**src/rtl/axi4lite_master_sequencer_if.sv**
```systemverilog
// AXI4-Lite master-side channel bundle (AW/W/B/AR/R) with master and slave views.
interface axi4lite_master_sequencer_if #(
    parameter int ADDR_W = 32,
    parameter int DATA_W = 32
);
    logic                  AWVALID;
    logic                  AWREADY;
    logic [ADDR_W-1:0]     AWADDR;
    logic [2:0]            AWPROT;
    logic                  WVALID;
    logic                  WREADY;
    logic [DATA_W-1:0]     WDATA;
    logic [DATA_W/8-1:0]   WSTRB;
    logic                  BVALID;
    logic                  BREADY;
    logic [1:0]            BRESP;
    logic                  ARVALID;
    logic                  ARREADY;
    logic [ADDR_W-1:0]     ARADDR;
    logic [2:0]            ARPROT;
    logic                  RVALID;
    logic                  RREADY;
    logic [DATA_W-1:0]     RDATA;
    logic [1:0]            RRESP;

    modport master (
        output AWVALID, AWADDR, AWPROT, WVALID, WDATA, WSTRB, BREADY,
               ARVALID, ARADDR, ARPROT, RREADY,
        input  AWREADY, WREADY, BVALID, BRESP, ARREADY, RVALID, RDATA, RRESP
    );

    modport slave (
        input  AWVALID, AWADDR, AWPROT, WVALID, WDATA, WSTRB, BREADY,
               ARVALID, ARADDR, ARPROT, RREADY,
        output AWREADY, WREADY, BVALID, BRESP, ARREADY, RVALID, RDATA, RRESP
    );
endinterface

```
**src/rtl/axi4lite_master_sequencer.sv**
```systemverilog
// One-outstanding AXI4-Lite master: a command/response client port sequenced onto AW/W/B or AR/R.
// Every output is a flop; the comb process only computes next values.
module axi4lite_master_sequencer #(
    parameter int          ADDR_W = 32,
    parameter int          DATA_W = 32,
    parameter logic [2:0]  PROT   = 3'b000
) (
    input  logic                 ACLK,
    input  logic                 ARESETn,
    input  logic                 cmd_valid,
    output logic                 cmd_ready,
    input  logic                 cmd_write,
    input  logic [ADDR_W-1:0]    cmd_addr,
    input  logic [DATA_W-1:0]    cmd_wdata,
    input  logic [DATA_W/8-1:0]  cmd_wstrb,
    output logic                 rsp_valid,
    input  logic                 rsp_ready,
    output logic [DATA_W-1:0]    rsp_rdata,
    output logic [1:0]           rsp_resp,
    axi4lite_master_sequencer_if.master axi
);
    localparam int STRB_W = DATA_W / 8;

    typedef enum logic [2:0] {IDLE, WADDR_DATA, WRESP, RADDR, RDATA, RESP} state_t;

    state_t               state, state_nxt;
    logic                 awvalid, wvalid, bready, arvalid, rready;
    logic                 awvalid_nxt, wvalid_nxt, bready_nxt, arvalid_nxt, rready_nxt;
    logic                 cmd_ready_nxt, rsp_valid_nxt;
    logic [ADDR_W-1:0]    addr, addr_nxt;
    logic [DATA_W-1:0]    wdata, wdata_nxt, rdata_nxt;
    logic [STRB_W-1:0]    wstrb, wstrb_nxt;
    logic [1:0]           resp_nxt;
    logic [2:0]           prot;

    always_ff @(posedge ACLK or negedge ARESETn) begin
        if (!ARESETn) begin
            state     <= IDLE;
            cmd_ready <= 1'b0;
            rsp_valid <= 1'b0;
            rsp_rdata <= '0;
            rsp_resp  <= '0;
            awvalid   <= 1'b0;
            wvalid    <= 1'b0;
            bready    <= 1'b0;
            arvalid   <= 1'b0;
            rready    <= 1'b0;
            addr      <= '0;
            wdata     <= '0;
            wstrb     <= '0;
            prot      <= '0;
        end else begin
            state     <= state_nxt;
            cmd_ready <= cmd_ready_nxt;
            rsp_valid <= rsp_valid_nxt;
            rsp_rdata <= rdata_nxt;
            rsp_resp  <= resp_nxt;
            awvalid   <= awvalid_nxt;
            wvalid    <= wvalid_nxt;
            bready    <= bready_nxt;
            arvalid   <= arvalid_nxt;
            rready    <= rready_nxt;
            addr      <= addr_nxt;
            wdata     <= wdata_nxt;
            wstrb     <= wstrb_nxt;
            prot      <= PROT;
        end
    end

    always_comb begin
        state_nxt     = state;
        cmd_ready_nxt = cmd_ready;
        rsp_valid_nxt = rsp_valid;
        rdata_nxt     = rsp_rdata;
        resp_nxt      = rsp_resp;
        awvalid_nxt   = awvalid;
        wvalid_nxt    = wvalid;
        bready_nxt    = bready;
        arvalid_nxt   = arvalid;
        rready_nxt    = rready;
        addr_nxt      = addr;
        wdata_nxt     = wdata;
        wstrb_nxt     = wstrb;
        case (state)
            IDLE: begin
                cmd_ready_nxt = 1'b1;
                if (cmd_valid && cmd_ready) begin
                    cmd_ready_nxt = 1'b0;
                    addr_nxt      = cmd_addr;
                    wdata_nxt     = cmd_wdata;
                    wstrb_nxt     = cmd_wstrb;
                    if (cmd_write) begin
                        awvalid_nxt = 1'b1;
                        wvalid_nxt  = 1'b1;
                        state_nxt   = WADDR_DATA;
                    end else begin
                        arvalid_nxt = 1'b1;
                        state_nxt   = RADDR;
                    end
                end
            end
            WADDR_DATA: begin
                // AW and W retire independently; leave once neither is still pending.
                if (awvalid && axi.AWREADY) awvalid_nxt = 1'b0;
                if (wvalid && axi.WREADY)   wvalid_nxt  = 1'b0;
                if ((!awvalid || axi.AWREADY) && (!wvalid || axi.WREADY)) begin
                    bready_nxt = 1'b1;
                    state_nxt  = WRESP;
                end
            end
            WRESP: begin
                if (axi.BVALID) begin
                    resp_nxt      = axi.BRESP;
                    rdata_nxt     = '0;
                    bready_nxt    = 1'b0;
                    rsp_valid_nxt = 1'b1;
                    state_nxt     = RESP;
                end
            end
            RADDR: begin
                if (axi.ARREADY) begin
                    arvalid_nxt = 1'b0;
                    rready_nxt  = 1'b1;
                    state_nxt   = RDATA;
                end
            end
            RDATA: begin
                if (axi.RVALID) begin
                    rdata_nxt     = axi.RDATA;
                    resp_nxt      = axi.RRESP;
                    rready_nxt    = 1'b0;
                    rsp_valid_nxt = 1'b1;
                    state_nxt     = RESP;
                end
            end
            RESP: begin
                if (rsp_ready) begin
                    rsp_valid_nxt = 1'b0;
                    cmd_ready_nxt = 1'b1;
                    state_nxt     = IDLE;
                end
            end
            default: state_nxt = IDLE;
        endcase
    end

    assign axi.AWVALID = awvalid;
    assign axi.AWADDR  = addr;
    assign axi.AWPROT  = prot;
    assign axi.WVALID  = wvalid;
    assign axi.WDATA   = wdata;
    assign axi.WSTRB   = wstrb;
    assign axi.BREADY  = bready;
    assign axi.ARVALID = arvalid;
    assign axi.ARADDR  = addr;
    assign axi.ARPROT  = prot;
    assign axi.RREADY  = rready;
endmodule

```
**src/flat_wrapper.sv**
```systemverilog
// flat-port wrapper written by rule: the top's interface ports become plain ports
module axi4lite_master_sequencer_flat 
#(
    parameter int          ADDR_W = 32,
    parameter int          DATA_W = 32,
    parameter logic [2:0]  PROT   = 3'b000
)
  (ACLK, ARESETn, cmd_valid, cmd_ready, cmd_write, cmd_addr, cmd_wdata, cmd_wstrb, rsp_valid, rsp_ready, rsp_rdata, rsp_resp, axi_AWVALID, axi_AWADDR, axi_AWPROT, axi_WVALID, axi_WDATA, axi_WSTRB, axi_BREADY, axi_ARVALID, axi_ARADDR, axi_ARPROT, axi_RREADY, axi_AWREADY, axi_WREADY, axi_BVALID, axi_BRESP, axi_ARREADY, axi_RVALID, axi_RDATA, axi_RRESP);
  axi4lite_master_sequencer_if #(.ADDR_W(ADDR_W), .DATA_W(DATA_W)) axi_i ();
  input  logic ACLK;
  input  logic ARESETn;
  input  logic cmd_valid;
  output logic cmd_ready;
  input  logic cmd_write;
  input  logic [ADDR_W-1:0] cmd_addr;
  input  logic [DATA_W-1:0] cmd_wdata;
  input  logic [DATA_W/8-1:0] cmd_wstrb;
  output logic rsp_valid;
  input  logic rsp_ready;
  output logic [DATA_W-1:0] rsp_rdata;
  output logic [1:0] rsp_resp;
  output wire logic [$bits(axi_i.AWVALID)-1:0] axi_AWVALID;
  output wire logic [$bits(axi_i.AWADDR)-1:0] axi_AWADDR;
  output wire logic [$bits(axi_i.AWPROT)-1:0] axi_AWPROT;
  output wire logic [$bits(axi_i.WVALID)-1:0] axi_WVALID;
  output wire logic [$bits(axi_i.WDATA)-1:0] axi_WDATA;
  output wire logic [$bits(axi_i.WSTRB)-1:0] axi_WSTRB;
  output wire logic [$bits(axi_i.BREADY)-1:0] axi_BREADY;
  output wire logic [$bits(axi_i.ARVALID)-1:0] axi_ARVALID;
  output wire logic [$bits(axi_i.ARADDR)-1:0] axi_ARADDR;
  output wire logic [$bits(axi_i.ARPROT)-1:0] axi_ARPROT;
  output wire logic [$bits(axi_i.RREADY)-1:0] axi_RREADY;
  input wire logic [$bits(axi_i.AWREADY)-1:0] axi_AWREADY;
  input wire logic [$bits(axi_i.WREADY)-1:0] axi_WREADY;
  input wire logic [$bits(axi_i.BVALID)-1:0] axi_BVALID;
  input wire logic [$bits(axi_i.BRESP)-1:0] axi_BRESP;
  input wire logic [$bits(axi_i.ARREADY)-1:0] axi_ARREADY;
  input wire logic [$bits(axi_i.RVALID)-1:0] axi_RVALID;
  input wire logic [$bits(axi_i.RDATA)-1:0] axi_RDATA;
  input wire logic [$bits(axi_i.RRESP)-1:0] axi_RRESP;
  assign axi_AWVALID = axi_i.AWVALID;
  assign axi_AWADDR = axi_i.AWADDR;
  assign axi_AWPROT = axi_i.AWPROT;
  assign axi_WVALID = axi_i.WVALID;
  assign axi_WDATA = axi_i.WDATA;
  assign axi_WSTRB = axi_i.WSTRB;
  assign axi_BREADY = axi_i.BREADY;
  assign axi_ARVALID = axi_i.ARVALID;
  assign axi_ARADDR = axi_i.ARADDR;
  assign axi_ARPROT = axi_i.ARPROT;
  assign axi_RREADY = axi_i.RREADY;
  assign axi_i.AWREADY = axi_AWREADY;
  assign axi_i.WREADY = axi_WREADY;
  assign axi_i.BVALID = axi_BVALID;
  assign axi_i.BRESP = axi_BRESP;
  assign axi_i.ARREADY = axi_ARREADY;
  assign axi_i.RVALID = axi_RVALID;
  assign axi_i.RDATA = axi_RDATA;
  assign axi_i.RRESP = axi_RRESP;
  axi4lite_master_sequencer #(.ADDR_W(ADDR_W), .DATA_W(DATA_W), .PROT(PROT)) u_core (.ACLK(ACLK), .ARESETn(ARESETn), .cmd_valid(cmd_valid), .cmd_ready(cmd_ready), .cmd_write(cmd_write), .cmd_addr(cmd_addr), .cmd_wdata(cmd_wdata), .cmd_wstrb(cmd_wstrb), .rsp_valid(rsp_valid), .rsp_ready(rsp_ready), .rsp_rdata(rsp_rdata), .rsp_resp(rsp_resp), .axi(axi_i));
endmodule
```
**config.mk**
```make
export PLATFORM = sky130hd
export DESIGN_NAME = axi4lite_master_sequencer_flat
export DESIGN_NICKNAME = d
export VERILOG_FILES = /design/src/rtl/axi4lite_master_sequencer_if.sv /design/src/rtl/axi4lite_master_sequencer.sv /design/src/flat_wrapper.sv
export SDC_FILE = /design/constraint.sdc
export NUM_CORES = 1
export LEC_CHECK = 0
export BUFFER_PORTS_ARGS = -buffer_cell sky130_fd_sc_hd__buf_2
export CAP_MARGIN = 20
export CORE_AREA = 2 2 101 103
export DETAILED_ROUTE_END_ITERATION = 10
export DIE_AREA = 0 0 103 105
export HOLD_SLACK_MARGIN = 0.1
export PLACE_DENSITY_LB_ADDON = 0.12
export SYNTH_ARGS = -nofsm -noshare
export SYNTH_HDL_FRONTEND = slang
export SYNTH_SLANG_ARGS = --single-unit
export TNS_END_PERCENT = 100
```
**constraint.sdc**
```tcl
create_clock -name ACLK -period 2.6 [get_ports ACLK]
set_clock_uncertainty 0.15 [all_clocks]
set_input_delay 0 -clock ACLK [delete_from_list [all_inputs] [get_ports ACLK]]
set_output_delay 0 -clock ACLK [all_outputs]
set_load 0.05 [all_outputs]
```
Word level (Yosys, flattened, before mapping)

Cells that the tools add are included.

Output and inout bits: 147
Input port bits: 114
Register bits: 112
Word-level logic and storage cells: 91

Muxes and demuxes: 37
Eq/ne operators: 15
Reduce and logical (&&, ||, !) cells: 26

Operator list:

| cell                                           | count |
|---|---|
| 2-to-1 mux 32 bit                              | 2 |
| one-hot mux 32 bit (2 select lines)            | 1 |
| 2-to-1 mux 3 bit                               | 6 |
| one-hot mux 3 bit (6 select lines)             | 1 |
| 2-to-1 mux 1 bit                               | 16 |
| AND reduction 4 bit                            | 4 |
| != test 2 bit (second input constant)          | 6 |
| one-hot mux 1 bit (2 select lines)             | 6 |
| nonzero test 2 bit                             | 6 |
| AND reduction 3 bit                            | 3 |
| != test 2 x 1 -> 1 bit (second input constant) | 4 |
| == test 3 x 2 -> 1 bit (second input constant) | 2 |
| == test 3 bit (second input constant)          | 2 |
| 2-to-1 mux 2 bit                               | 3 |
| AND reduction 6 bit                            | 1 |
| logical AND 1 bit                              | 4 |
| one-hot mux 2 bit (2 select lines)             | 1 |
| AND reduction 2 bit                            | 2 |
| == test 3 x 1 -> 1 bit (second input constant) | 1 |
| zero test 3 bit                                | 1 |
| one-hot mux 1 bit (3 select lines)             | 1 |
| nonzero test 3 bit                             | 1 |
| zero test 1 bit                                | 2 |
| logical OR 1 bit                               | 2 |

Depth between registers and ports, before layout

Depth after elaboration: 5
Gate-level depth with buffers: 6
Mapped depth without buffers: 4

Least setup slack after synthesis

OpenSTA, ideal clock, no wires.

Path kind: reg-to-reg
Start: register u_core.cmd_ready
End: register u_core.addr[0], in the netlist u_core.axi.ARADDR[0]
Data required time: 2.325 ns
Clock period less this slack: 1.979 ns
Path buffers: 1
Path slack: 0.621 ns
Setup time: 0.125 ns
Data arrival time: 1.704 ns
Cell stages (with the launch flop): 5
Cell sequence: dfrtp_1 > nand2_1 > nor4_4 > buf_2 > mux2_2

Longest elaborated chain between the ends: 2

Ends and longest elaborated chain:

| element                              | line                            | source |
|---|---|---|
| start, declared                      | axi4lite_master_sequencer.sv:11 | `output logic cmd_ready,` |
| start signal, assigned               | axi4lite_master_sequencer.sv:54 | `cmd_ready <= cmd_ready_nxt;` |
| logical AND 1 bit                    | axi4lite_master_sequencer.sv:87 | `if (cmd_valid && cmd_ready) begin` |
| AND reduction 2 bit (no source line) | --                              |  |
| end signal, assigned                 | axi4lite_master_sequencer.sv:63 | `addr <= addr_nxt;` |
| end, declared                        | axi4lite_master_sequencer.sv:30 | `logic [ADDR_W-1:0] addr, addr_nxt;` |

Every way passes these cells.
A chain may end at the register's enable or synchronous reset.

Worst setup path in the final report

Start: register u_core.state[1]
End: register u_core.wvalid, in the netlist u_core.axi.WVALID

Longest elaborated chain between the ends: 3
Elaborated cells between the ends (all ways): 8
Those cells by class: eq/ne (4); mux (1); reduce/logical (3)

Ends and longest elaborated chain:

| element                                                               | line                            | source |
|---|---|---|
| start, declared                                                       | axi4lite_master_sequencer.sv:26 | `state_t state, state_nxt;` |
| start signal, assigned                                                | axi4lite_master_sequencer.sv:53 | `state <= state_nxt;` |
| == test 3 x 1 -> 1 bit / zero test 3 bit (equally long branches)      | axi4lite_master_sequencer.sv:84 | `case (state)` |
| != test 2 x 1 -> 1 bit (no source line), or another cell as far along | --                              |  |
| AND reduction 4 bit (no source line)                                  | --                              |  |
| end signal, assigned                                                  | axi4lite_master_sequencer.sv:59 | `wvalid <= wvalid_nxt;` |
| end, declared                                                         | axi4lite_master_sequencer.sv:27 | `logic awvalid, wvalid, bready, arvalid, rready;` |

Parallel ways exist; a longest one is shown, timed or not.

==> results.toml <==
[cts]
cts_buffer_depth = 2
insertion_delay_ns = 0.35
clock-sinks = 112
cts_htree_levels = 3
postCtsSetupRepairBufs = 0
path_clk_slew_ns = 0.09
cts_tree = "yes"
numCtsBuffers = 9
cts-root-buf = "clkbuf_8"

[worst_hold_path]
holdPathStages = 5
hold_end = "u_core.axi.ARVALID"
worstHoldStart = "cmd_valid"
hp-class = "in2reg"

[floorplanning]
die-area_mm2 = 0.0108
die_h_um = 105
initial_core_util_pct = 47.7
io_pins = 261
die_w_um = 103
core_area_mm2 = 0.00964
core.rowCount = 36

[worst_setup_path]
r2r-end = "u_core.axi.WVALID"
critPathRequiredTime_ns = 2.75
path_class = "reg2reg"
crit_fanout = 71
worstReg2RegStart = "u_core.state[1]"
regToRegSetupSlack_ns = 0.32
crit_arrival_ns = 2.43
reg2regPathDepth = 4
cp-start-kind = "register"
worst_setup_path_end_kind = "register"

[finish]
fillers = 663
regArea_mm2 = 0.00280
drive_above_1_share_pct = 50.1
synthToLayoutAreaGrowth_pct = 54.9
multi_input_area_mm2 = 0.00143
nets = 785
antennaDiodeCount = 0

[detailed_routing]
drc_errors = 0
wirelength_um = 12600
drt_pass1_iterations = 5
routed-via-count = 3896
wl_per_cell_um = 15.6
avgViaCountPerCell = 4.82
drt-initial-drc-count = 165
ant_nets = 0

[placed_design]
portBuffers = 254
globalplace.congestion = 0.825
hpwl_um = 7880

[sta]
period_share_pct = 87.8
period_minus_slack_ns = 2.28
fin_hold_ws_ns = 0.161
setup-violations-final = 0
report.final.hold_viol_count = 0
tns_ns = 0
rsz0062_at_grt = "false"
max_freq_mhz = 438
maxSlewHeadroom_pct = 52.9
max_slew.worst_pin.slew_ns = 0.707
slew_viol_final = 0

[global_routing]
grt_pass1_wl_um = 19200
antenna_found_initial = 0
gr-usage-met3_pct = 3.95
grt_pass1_vias = 3864
met2_usage_pct = 40.9
grtUsageMet1_pct = 26.9
globalRouteOverflowTotal = 0
grt_max_degree = 72
grt_usage_pct = 22.9
gr-max-usage-layer = "met2"

[synth]
ys_warn_count = 0
syn-cell-area_mm2 = 0.00460
synthArstFlopShare_pct = 100
ys_seq_area_share_pct = 60.9
synth_edf_count = 0
synthFlopType = "dfrtp_1"
synth_cells = 333
synth_cell_types = 31
synth_seq_cells = 112
synth.avg_cell_area_um2 = 13.8

[job]
drv_cap = 0

[outcome]
status = "finished, final reports clean"
Yosys cell counts, types with 2 or more instances:
library cell	number	area, um^2
dfrtp_1	112	2800
mux2_2	62	698
buf_4	38	285
a22o_1	34	298
buf_2	16	80.1
nand2_1	14	52.6
o21ai_0	7	35.0
mux2_1	6	67.6
a21oi_1	5	25.0
inv_1	5	18.8
nor2_1	5	18.8
mux2i_1	4	40.0
nor3_1	3	15.0
a2bb2oi_1	2	17.5
nand2b_1	2	12.5
nand3b_1	2	15.0
nor2b_1	2	12.5
worst max path at each step:
stage,startpoint,slack (ns),endpoint,cells after the start
2_1_floorplan,u_core.cmd_ready,0.62,u_core.axi.ARADDR[0],4
3_3_place_gp,u_core.state[1],0.66,u_core.axi.WDATA[14],3
3_5_place_dp,u_core.state[1],0.61,u_core.axi.WDATA[8],3
4_1_cts,u_core.state[1],0.32,u_core.axi.WVALID,4
5_1_grt,u_core.state[1],0.18,u_core.axi.WVALID,4
6_report,u_core.state[1],0.32,u_core.axi.WVALID,4
timing repair:
item,CTS,global route
gates resized for setup,0,0
hold endpoints to repair,224,0
hold buffers,117,0
metrics by stage:
step / utilization [%] / area, um^2 / worst slack (ns) / cells
floorplan: - / 4620 / 0.621 / 338
global placement: 59.7 / 5760 / 0.665 / 676
detailed placement: 59.7 / 5760 / 0.606 / 676
CTS: 73.9 / 7130 / 0.316 / 809
global route: 73.9 / 7130 / 0.178 / 809
finish: 73.9 / 7130 / 0.318 / 809
cells by family after synthesis:
logic type | Yosys count | synth area share [%]
compound gates | 57 | 9.66
buf+inv | 61 | 8.51
other cells | 1 | 0.0815
simple gates | 30 | 3.32
mux | 72 | 17.5
flops | 112 | 60.9
layer usage:
metal	wire (um)	part of all wire, %
met1	4720	38
met4	278	2.2
met2	6750	54
met5	0	0
met3	835	6.6
flip-flops by register name, indices dropped and copies added, names as in the netlist, 2 cells and up:
name               flops
u_core.axi.WDATA      32
u_core.rsp_rdata      32
u_core.state           3
u_core.axi.WSTRB       4
u_core.rsp_resp        2
u_core.axi.ARADDR     32
layout by cell type, fill, tap and decap left out, types with 2 or more instances in the layout:
cell type / count
buf_4: 7
buf_2: 253
nor2b_1: 2
nand2b_1: 2
o21ai_0: 7
inv_1: 5
clkbuf_8: 10
mux2i_1: 4
a2bb2oi_1: 2
nor2_1: 5
conb_1: 6
clkbuf_1: 2
mux2_2: 62
a22o_1: 34
mux2_1: 6
nor3_1: 2
nand2_1: 14
nand3b_1: 2
a21oi_1: 5
dlygate4sd3_1: 117
dfrtp_1: 112
layout make-up:
cell class	instances	area share, %
sequential	112	39.3
timing repair buffer	378	35.2
multi-input combinational	165	20.1
tap	133	2.34
clock buffer	12	2.04
clock inverter	4	0.737
inverter	5	0.263
worst max-delay path, stage by stage (launching register included):
cell and delay (ns):
dfrtp_1 0.56, nor4_4 0.39, buf_12 0.36, a22o_1 0.21, dlygate4sd3_1 0.55
Power is left out: the tool's default activity adds up to more than one toggle a clock period on the data nets, which glitch-free logic cannot reach.
